$ cat src/rtl/vga_top.sv
// vga_top: 640x480@60 Hz VGA timing generator with an 8-bar colour test pattern.
//
// Ports:
//   ice_clk_i  - board/pixel clock, all logic on the rising edge
//   rst_n_i    - asynchronous active-low reset
//   led_o      - 8-bit frame counter
//   hs_o/vs_o  - horizontal/vertical sync, active low, registered
//   red_o, green_o, blue_o - 4-bit colour intensities, registered
//
// Outputs carry one pixel of latency: after each pixel-enable edge they show the
// decode of the counter state that existed before that edge.
module vga_top #(
  parameter int unsigned H_ACTIVE = 640,
  parameter int unsigned H_FP     = 16,
  parameter int unsigned H_SYNC   = 96,
  parameter int unsigned H_BP     = 48,
  parameter int unsigned V_ACTIVE = 480,
  parameter int unsigned V_FP     = 10,
  parameter int unsigned V_SYNC   = 2,
  parameter int unsigned V_BP     = 33,
  parameter int unsigned PIX_DIV  = 1,
  parameter int unsigned BAR_W    = 80
) (
  input  logic       ice_clk_i,
  input  logic       rst_n_i,
  output logic [7:0] led_o,
  output logic       hs_o,
  output logic       vs_o,
  output logic [3:0] red_o,
  output logic [3:0] green_o,
  output logic [3:0] blue_o
);

  localparam int unsigned HTotal = H_ACTIVE + H_FP + H_SYNC + H_BP;
  localparam int unsigned VTotal = V_ACTIVE + V_FP + V_SYNC + V_BP;
  localparam int unsigned DivW   = (PIX_DIV > 1) ? $clog2(PIX_DIV) : 1;

  localparam logic [9:0]      HLast    = 10'(HTotal - 1);
  localparam logic [9:0]      VLast    = 10'(VTotal - 1);
  localparam logic [9:0]      HActive  = 10'(H_ACTIVE);
  localparam logic [9:0]      VActive  = 10'(V_ACTIVE);
  localparam logic [9:0]      HsStart  = 10'(H_ACTIVE + H_FP);
  localparam logic [9:0]      HsEnd    = 10'(H_ACTIVE + H_FP + H_SYNC);
  localparam logic [9:0]      VsStart  = 10'(V_ACTIVE + V_FP);
  localparam logic [9:0]      VsEnd    = 10'(V_ACTIVE + V_FP + V_SYNC);
  localparam logic [9:0]      BarLast  = 10'(BAR_W - 1);
  localparam logic [DivW-1:0] PixLast  = DivW'(PIX_DIV - 1);

  logic [DivW-1:0] div_q, div_d;
  logic [9:0]      h_cnt_q, h_cnt_d;
  logic [9:0]      v_cnt_q, v_cnt_d;
  logic [7:0]      frame_q, frame_d;
  logic [9:0]      bar_pix_q, bar_pix_d;
  logic [2:0]      bar_q, bar_d;
  logic            hs_q, hs_d;
  logic            vs_q, vs_d;
  logic [3:0]      red_q, red_d;
  logic [3:0]      green_q, green_d;
  logic [3:0]      blue_q, blue_d;

  logic pix_en;
  logic active;
  logic h_wrap;

  always_comb begin
    pix_en    = (div_q == PixLast);
    div_d     = pix_en ? '0 : div_q + DivW'(1);
    h_wrap    = (h_cnt_q == HLast);
    active    = (h_cnt_q < HActive) && (v_cnt_q < VActive);

    h_cnt_d   = h_cnt_q;
    v_cnt_d   = v_cnt_q;
    frame_d   = frame_q;
    bar_pix_d = bar_pix_q;
    bar_d     = bar_q;
    hs_d      = hs_q;
    vs_d      = vs_q;
    red_d     = red_q;
    green_d   = green_q;
    blue_d    = blue_q;

    if (pix_en) begin
      if (h_wrap) begin
        h_cnt_d   = '0;
        bar_pix_d = '0;
        bar_d     = '0;
        if (v_cnt_q == VLast) begin
          v_cnt_d = '0;
          frame_d = frame_q + 8'd1;
        end else begin
          v_cnt_d = v_cnt_q + 10'd1;
        end
      end else begin
        h_cnt_d = h_cnt_q + 10'd1;
        if (bar_pix_q == BarLast) begin
          bar_pix_d = '0;
          bar_d     = bar_q + 3'd1;
        end else begin
          bar_pix_d = bar_pix_q + 10'd1;
        end
      end

      hs_d = !((h_cnt_q >= HsStart) && (h_cnt_q < HsEnd));
      vs_d = !((v_cnt_q >= VsStart) && (v_cnt_q < VsEnd));
      // Bar colour bits: R = ~bar[1], G = ~bar[2], B = ~bar[0] gives
      // white, yellow, cyan, green, magenta, red, blue, black.
      red_d   = (active && !bar_q[1]) ? 4'hF : 4'h0;
      green_d = (active && !bar_q[2]) ? 4'hF : 4'h0;
      blue_d  = (active && !bar_q[0]) ? 4'hF : 4'h0;
    end
  end

  always_ff @(posedge ice_clk_i or negedge rst_n_i) begin
    if (!rst_n_i) begin
      div_q     <= '0;
      h_cnt_q   <= '0;
      v_cnt_q   <= '0;
      frame_q   <= '0;
      bar_pix_q <= '0;
      bar_q     <= '0;
      hs_q      <= 1'b1;
      vs_q      <= 1'b1;
      red_q     <= '0;
      green_q   <= '0;
      blue_q    <= '0;
    end else begin
      div_q     <= div_d;
      h_cnt_q   <= h_cnt_d;
      v_cnt_q   <= v_cnt_d;
      frame_q   <= frame_d;
      bar_pix_q <= bar_pix_d;
      bar_q     <= bar_d;
      hs_q      <= hs_d;
      vs_q      <= vs_d;
      red_q     <= red_d;
      green_q   <= green_d;
      blue_q    <= blue_d;
    end
  end

  assign led_o   = frame_q;
  assign hs_o    = hs_q;
  assign vs_o    = vs_q;
  assign red_o   = red_q;
  assign green_o = green_q;
  assign blue_o  = blue_q;

endmodule

$ cat config.mk
export PLATFORM = sky130hd
export DESIGN_NAME = vga_top
export DESIGN_NICKNAME = d
export VERILOG_FILES = /design/src/rtl/vga_top.sv
export SDC_FILE = /design/constraint.sdc
export NUM_CORES = 1
export LEC_CHECK = 0
export ABC_AREA = 1
export CAP_MARGIN = 10
export CORE_UTILIZATION = 42
export CTS_CLUSTER_DIAMETER = 80
export CTS_CLUSTER_SIZE = 28
export DETAILED_ROUTE_END_ITERATION = 8
export HOLD_SLACK_MARGIN = 0.08
export SLEW_MARGIN = 20
export SYNTH_ARGS = -nofsm -noshare
export SYNTH_HDL_FRONTEND = slang
export SYNTH_SLANG_ARGS = --single-unit
export TNS_END_PERCENT = 10
$ cat constraint.sdc
create_clock -name ice_clk_i -period 1.4 [get_ports ice_clk_i]
set_clock_uncertainty 0.1 [all_clocks]
set_input_delay 0.42 -clock ice_clk_i [delete_from_list [all_inputs] [get_ports ice_clk_i]]
set_output_delay 0.42 -clock ice_clk_i [all_outputs]
set_load 0.01 [all_outputs]
Word level (Yosys, flattened, before mapping)
Cells that the tools add are included.

Mux-type cells: 10. Equal/unequal tests: 3. Div/mod/pow operators: 0. Magnitude comparators: 6. Reductions and logical operators: 15. $mul: 0. Add/sub/neg operators: 6. Shifts and indexed selects: 0. Bitwise operators: 1.

Operators by type and width (number): 10-bit two-way mux (4); 10-bit by 1-bit adder with 10-bit output, second input constant (3); 10-bit == test, second input constant (2); 10-bit < comparator, second input constant (2); 10-bit by 9-bit < comparator with 1-bit output, second input constant (2); 4-bit two-way mux (3); 10-bit by 7-bit == test with 1-bit output, second input constant (1); 10-bit greater-or-equal comparator, second input constant (1); 10-bit by 9-bit greater-or-equal comparator with 1-bit output, second input constant (1); 8-bit by 1-bit adder with 8-bit output, second input constant (1); 1-bit logical AND (6); 3-bit two-way mux (2); 1-bit zero test (5); 2-bit AND reduction (2); 3-bit by 1-bit adder with 3-bit output, second input constant (1); 3-bit AND reduction (1); 2-bit nonzero test (1); 1-bit adder, second input constant (1); 1-bit two-way mux (1); 1-bit NOT (1).

Input bits: 2. Logic and storage cells: 52. Output and inout bits: 22. Bits in latches: 0. Memories kept: 0. ROM bits: 0. RAM bits: 0. Flip-flop bits (word level): 56.

Depth between registers and ports, before layout
Word-level depth: 4. Gate-level depth with buffers: 9. Mapped depth without buffers: 9.

Least setup slack after synthesis
OpenSTA, ideal clock, no wires.

Kind: flip-flop to flip-flop. Start point: register v_cnt_q[0]. End point: register frame_q[2] (netlist: led_o[2]). Period minus slack after synthesis: 1.520 ns. Path buffers: 1. Data arrival time: 1.355 ns. Required time: 1.235 ns. Cell stages (with the launch flop): 10. Library setup time: 0.065 ns. Slack: -0.120 ns. Cells stage by stage: dfrtp_1 -> inv_1 -> ha_1 -> nand2_1 -> nor2_2 -> nand3_4 -> nor2_4 -> buf_6 -> nand3b_1 -> nand2_1.

Cells in the longest elaborated chain, start to end: 2.

Ends and longest elaborated chain: start: declaration (RTL line 51) `logic [9:0] v_cnt_q, v_cnt_d;`; start signal: assignment (RTL line 129) `v_cnt_q <= v_cnt_d;`; 10-bit == test (RTL line 87) `if (v_cnt_q == VLast) begin`; 3-bit AND reduction (no line); end signal: assignment (RTL line 130) `frame_q <= frame_d;`; end: declaration (RTL line 52) `logic [7:0] frame_q, frame_d;`.

Every way passes these cells. A chain may end at the register's enable or synchronous reset.

Final worst setup path
Start point: register h_cnt_q[1]. End point: register frame_q[5] (netlist: led_o[5]).

Cells in the longest elaborated chain, start to end: 2.

Ends and longest elaborated chain: start: declaration (RTL line 50) `logic [9:0] h_cnt_q, h_cnt_d;`; start signal: assignment (RTL line 128) `h_cnt_q <= h_cnt_d;`; 10-bit == test (RTL line 68) `h_wrap = (h_cnt_q == HLast);`; 3-bit AND reduction (no line).

Every way passes these cells.

==> results.txt <==
- Status: complete, but fails checks
- Violations in the final reports: setup timing
- Placer congestion estimate: 0.7979
* Routed length on met2: 2499 um
- During synthesis, Yosys emitted a total of 0 warnings.
- Across all setup checks in the final design, the least slack found is -155.9 ps.
- The first global-routing pass estimated 9121 um of wire.
* Clock edge transition at the registers on the reported setup and hold paths: 90 ps
- 24 I/O pins were placed.
* Multi-input gate area: 0.001171 sq mm
- The setup path with the least slack is of type flip-flop to flip-flop.
- Average detailed-routed wire length per instance: 11.78 um
- Number of clock sinks: 46
- In this run the cell area of the synthesized design comes to 0.002442 sq mm.
* Post-detailed-route DRC marker count: 0
- Period Utilization, post-route: 111.1%
- TritonCTS built the clock tree.
* Number of buffers added by the clock tree synthesis step: 5
- Library cell with the largest summed area after synthesis: sky130_fd_sc_hd__dfrtp_1
- OpenSTA, run right after detailed placement, puts the worst setup slack at -136.0 ps.
- The detailed router put a total of 2411 um of wire on met1.
* Cell Chain, Critical Path: ha_2 > nand3_4 > inv_4 > nand4_4 > nor2_4 > buf_12 > nand2_4 > nand2_2 > nand2_2
* Die Wd: 78.26 um
* Share of the synthesized area in the top cell type: 45.08%
* Number of storage elements in the synthesis netlist: 46
- The slowest stage of the critical path belongs to the cell sky130_fd_sc_hd__dfrtp_1.
- Uppermost layer routed: met4
- Summing all flip-flop and latch instances after layout gives 0.001154 sq mm.
- Worst vdd ir: 437.5 uV
- In this run, distinct cell masters in the synthesized netlist total 31.
- The hold violation total from the final report was 0.
- Category of the worst setup path launch point: flip-flop
- Data arrival time of the critical path: 1650 ps
- Number of enable-type register cells in the synthesized netlist: 0
- In this run the core area contains 27 standard-cell rows.
- CP bufs+invs: 2
* Max clock buf depth: 2
- In this run the worst path has a maximum fanout of 7.
- Final setup fails: 35
* Global routing usage summed across all routing layers: 18.70%
- On the worst path, the slowest cell contributes a delay of 360 ps.
- Broken down by cell family, the worst path's largest delay share belongs to simple AND/OR/NAND/NOR gates.
* Count of max-cap constraint violations: 0
* Worst hold path stage count: 1
- Maximum number of pins on one net before global-route repair: 20
- Routed vias/inst: 4.796
- Total length of routed met3 wires: 170 um
- After synthesis, the cell types taking the most area are sky130_fd_sc_hd__dfrtp_1 45%, sky130_fd_sc_hd__nand2_1 10%, sky130_fd_sc_hd__nor2_1 5.8%.
- Post-DP HPWL: 3614 um
- Drt total wl: 5134 um
- For the pin with the worst max-slew slack, the measured transition is 316.4 ps.
* Mapped Nets: 302
* Height of the chip: 78.26 um
- Measured in cells, the most critical reg-to-reg path has a length of 9.
- Antenna cells: 0
- Crit-path most repeated cell: sky130_fd_sc_hd__nand2_2
- Sequential fraction of the synthesis area: 47.23%
- CTS H-tree depth: 2
- Placed Instance Area: 0.003124 sq mm
* Initial cell density of the core: 44.08%
- CTS root buf: sky130_fd_sc_hd__clkbuf_8
* Unrepaired setup endpoints after global routing: true
* Smallest hold slack: 385.7 ps
- Cell count along the critical path: 9
- Share of flip-flops with an asynchronous set or reset: 100.0%
* Minimum clock period: 1556 ps
- Area of all placed cells without fillers: 0.003289 sq mm
* Antenna violations before repair: 0
- STA puts the critical path data required time at 1490 ps.
- The region available for standard cell placement spans 0.005540 sq mm.
- Leakage Power: 1.682 nW
- The first TritonRoute pass finished after 4 iterations.
- Fmax: 0.6427 GHz
- The count of nets left with antenna violations once routing finished came out at 0.
* Hold Path Class: flip-flop to flip-flop
- The cell count after synthesis came out at 293.
- Source-to-sink clock delay at the later pin of the worst-skew pair: 300 ps
- Max-slew violation total from the final report: 0
- Slew margin rel.: 78.90%
- The first routing iteration left 104 violations.
- The via count of the first global-routing pass came to 2051.
- A synthesized cell averages 8.336 sq um.
- Most used flip-flop cell after synthesis: sky130_fd_sc_hd__dfrtp_1
* Floorplan die area: 0.006124 sq mm
- Of the cells placed in the final design, the portion with a size suffix greater than 1 is 34.34%.
- The filler cells instantiated in the layout total 536.
* Vias post-DR: 2091
- The final layout contains 372 nets.
* Placed insts: 424
- Overall overflow remaining after global route: 0
- Port buffering added 23 buffers.
* Type of destination of the critical path: flip-flop
- Dividing total power by cell area gives a power density of 711.4 mW/mm^2.
- Compared with the post-synthesis result, the final layout area differs by 34.68%.
- Leaving out filler cells and counting taps, the final layout contains 436.
[synthesized netlist by cell type, drive strengths merged, types with 4 or more instances]
master	count
a21oi	4
xor2	11
nand4	11
nand3	25
buf	14
nor3	6
inv	37
nor2	42
nand2	69
o21ai	11
ha	7
dfrtp	44
[state kept, by name, indices dropped and copies added (netlist names)]
register and cells:
bar_pix_q 10, bar_q 3, blue_o 1, green_o 1, h_cnt_q 10, hs_o 1, led_o 8, red_o 1
v_cnt_q 10, vs_o 1
[placed cells by master, fill, tap and decap left out, types with 2 or more instances in the layout]
cell,netlist,layout
sky130_fd_sc_hd__nand2_1,68,56
sky130_fd_sc_hd__dfrtp_1,44,44
sky130_fd_sc_hd__buf_4,10,44
sky130_fd_sc_hd__nor2_1,38,33
sky130_fd_sc_hd__inv_1,36,31
sky130_fd_sc_hd__nand3_1,23,22
sky130_fd_sc_hd__buf_2,3,21
sky130_fd_sc_hd__xor2_1,10,10
sky130_fd_sc_hd__nand2_2,1,10
sky130_fd_sc_hd__nand4_1,10,10
sky130_fd_sc_hd__o21ai_0,11,9
sky130_fd_sc_hd__inv_2,1,5
sky130_fd_sc_hd__nor2_4,2,5
sky130_fd_sc_hd__nor3_1,5,5
sky130_fd_sc_hd__clkbuf_8,0,5
sky130_fd_sc_hd__buf_6,1,5
sky130_fd_sc_hd__buf_12,0,5
sky130_fd_sc_hd__nor2_2,2,4
sky130_fd_sc_hd__ha_1,7,4
sky130_fd_sc_hd__a21oi_1,4,3
sky130_fd_sc_hd__nand2_4,0,3
sky130_fd_sc_hd__nand3_4,1,2
sky130_fd_sc_hd__xnor2_1,2,2
sky130_fd_sc_hd__nand3b_1,2,2
sky130_fd_sc_hd__ha_4,0,2
sky130_fd_sc_hd__clkbuf_1,0,2
sky130_fd_sc_hd__dfstp_2,2,2
[layer usage]
| metal | up-vias | GRT usage, % |
|---|---|---|
| met3 | 5 | 3.605 |
| met4 | 0 | 5.000 |
| met2 | 32 | 31.67 |
| li1 | 1058 | - |
| met1 | 996 | 24.44 |
| met5 | - | 0 |
[through the flow]
stage,TNS (ps),util (%),total power (W)
floorplan,-427.6,-,0.001354
CTS,-1897,57.18,0.002379
detailed placement,-2870,56.39,0.001396
global placement,-1902,56.39,0.001396
finish,-2953,59.37,0.002340
global route,-6506,59.37,0.002433
[kinds of logic after synthesis]
| kind of cell | after synthesis | synth area share [%] |
|---|---|---|
| compound gates | 19 | 4.304 |
| flops | 46 | 47.23 |
| simple gates | 157 | 30.07 |
| xor+xnor | 13 | 4.969 |
| fa+ha+maj | 7 | 3.586 |
| buf+inv | 51 | 9.836 |
[timing repair]
| action | CTS | global route |
|---|---|---|
| endpoints found under the hold margin | 8 | 0 |
| gates resized for setup | 99 | 25 |
| cloned | 0 | 1 |
| hold buffers | 1 | 0 |
| pin swaps | 2 | 8 |
| setup endpoints to repair | 56 | 52 |
| setup buffers | 0 | 2 |
[final timing paths]
check / startpoint / endpoint / slack [ps]
max in group asynchronous: rst_n_i / v_cnt_q[9] / 350
min in group asynchronous: rst_n_i / red_o[2] / 440
hold / removal: bar_q[1] / red_o[2] / 390
hold reg to reg: bar_q[1] / red_o[2] / 390
setup / recovery: h_cnt_q[1] / led_o[5] / -160
setup reg to reg: h_cnt_q[1] / led_o[5] / -160
[layout make-up]
cell class              count  area share (%)
repair buffers             77           19.06
flip-flops and latches     46           35.07
clock buffers               7           2.320
inverters                  37           4.298
multi-input cells         196           35.60
well taps                  72           2.739
clock inverters             1          0.9129
[power by group]
| part | switching (W) | internal [W] | total [W] |
|---|---|---|---|
| combinational | 0.0000284 | 0.0000139 | 0.0000423 |
| clock | 0.000436 | 0.000535 | 0.000970 |
| sequential | 0 | 0.00133 | 0.00133 |
| total | 0.000464 | 0.00188 | 0.00234 |
No activity file was read; power rests on OpenSTA's default activity.
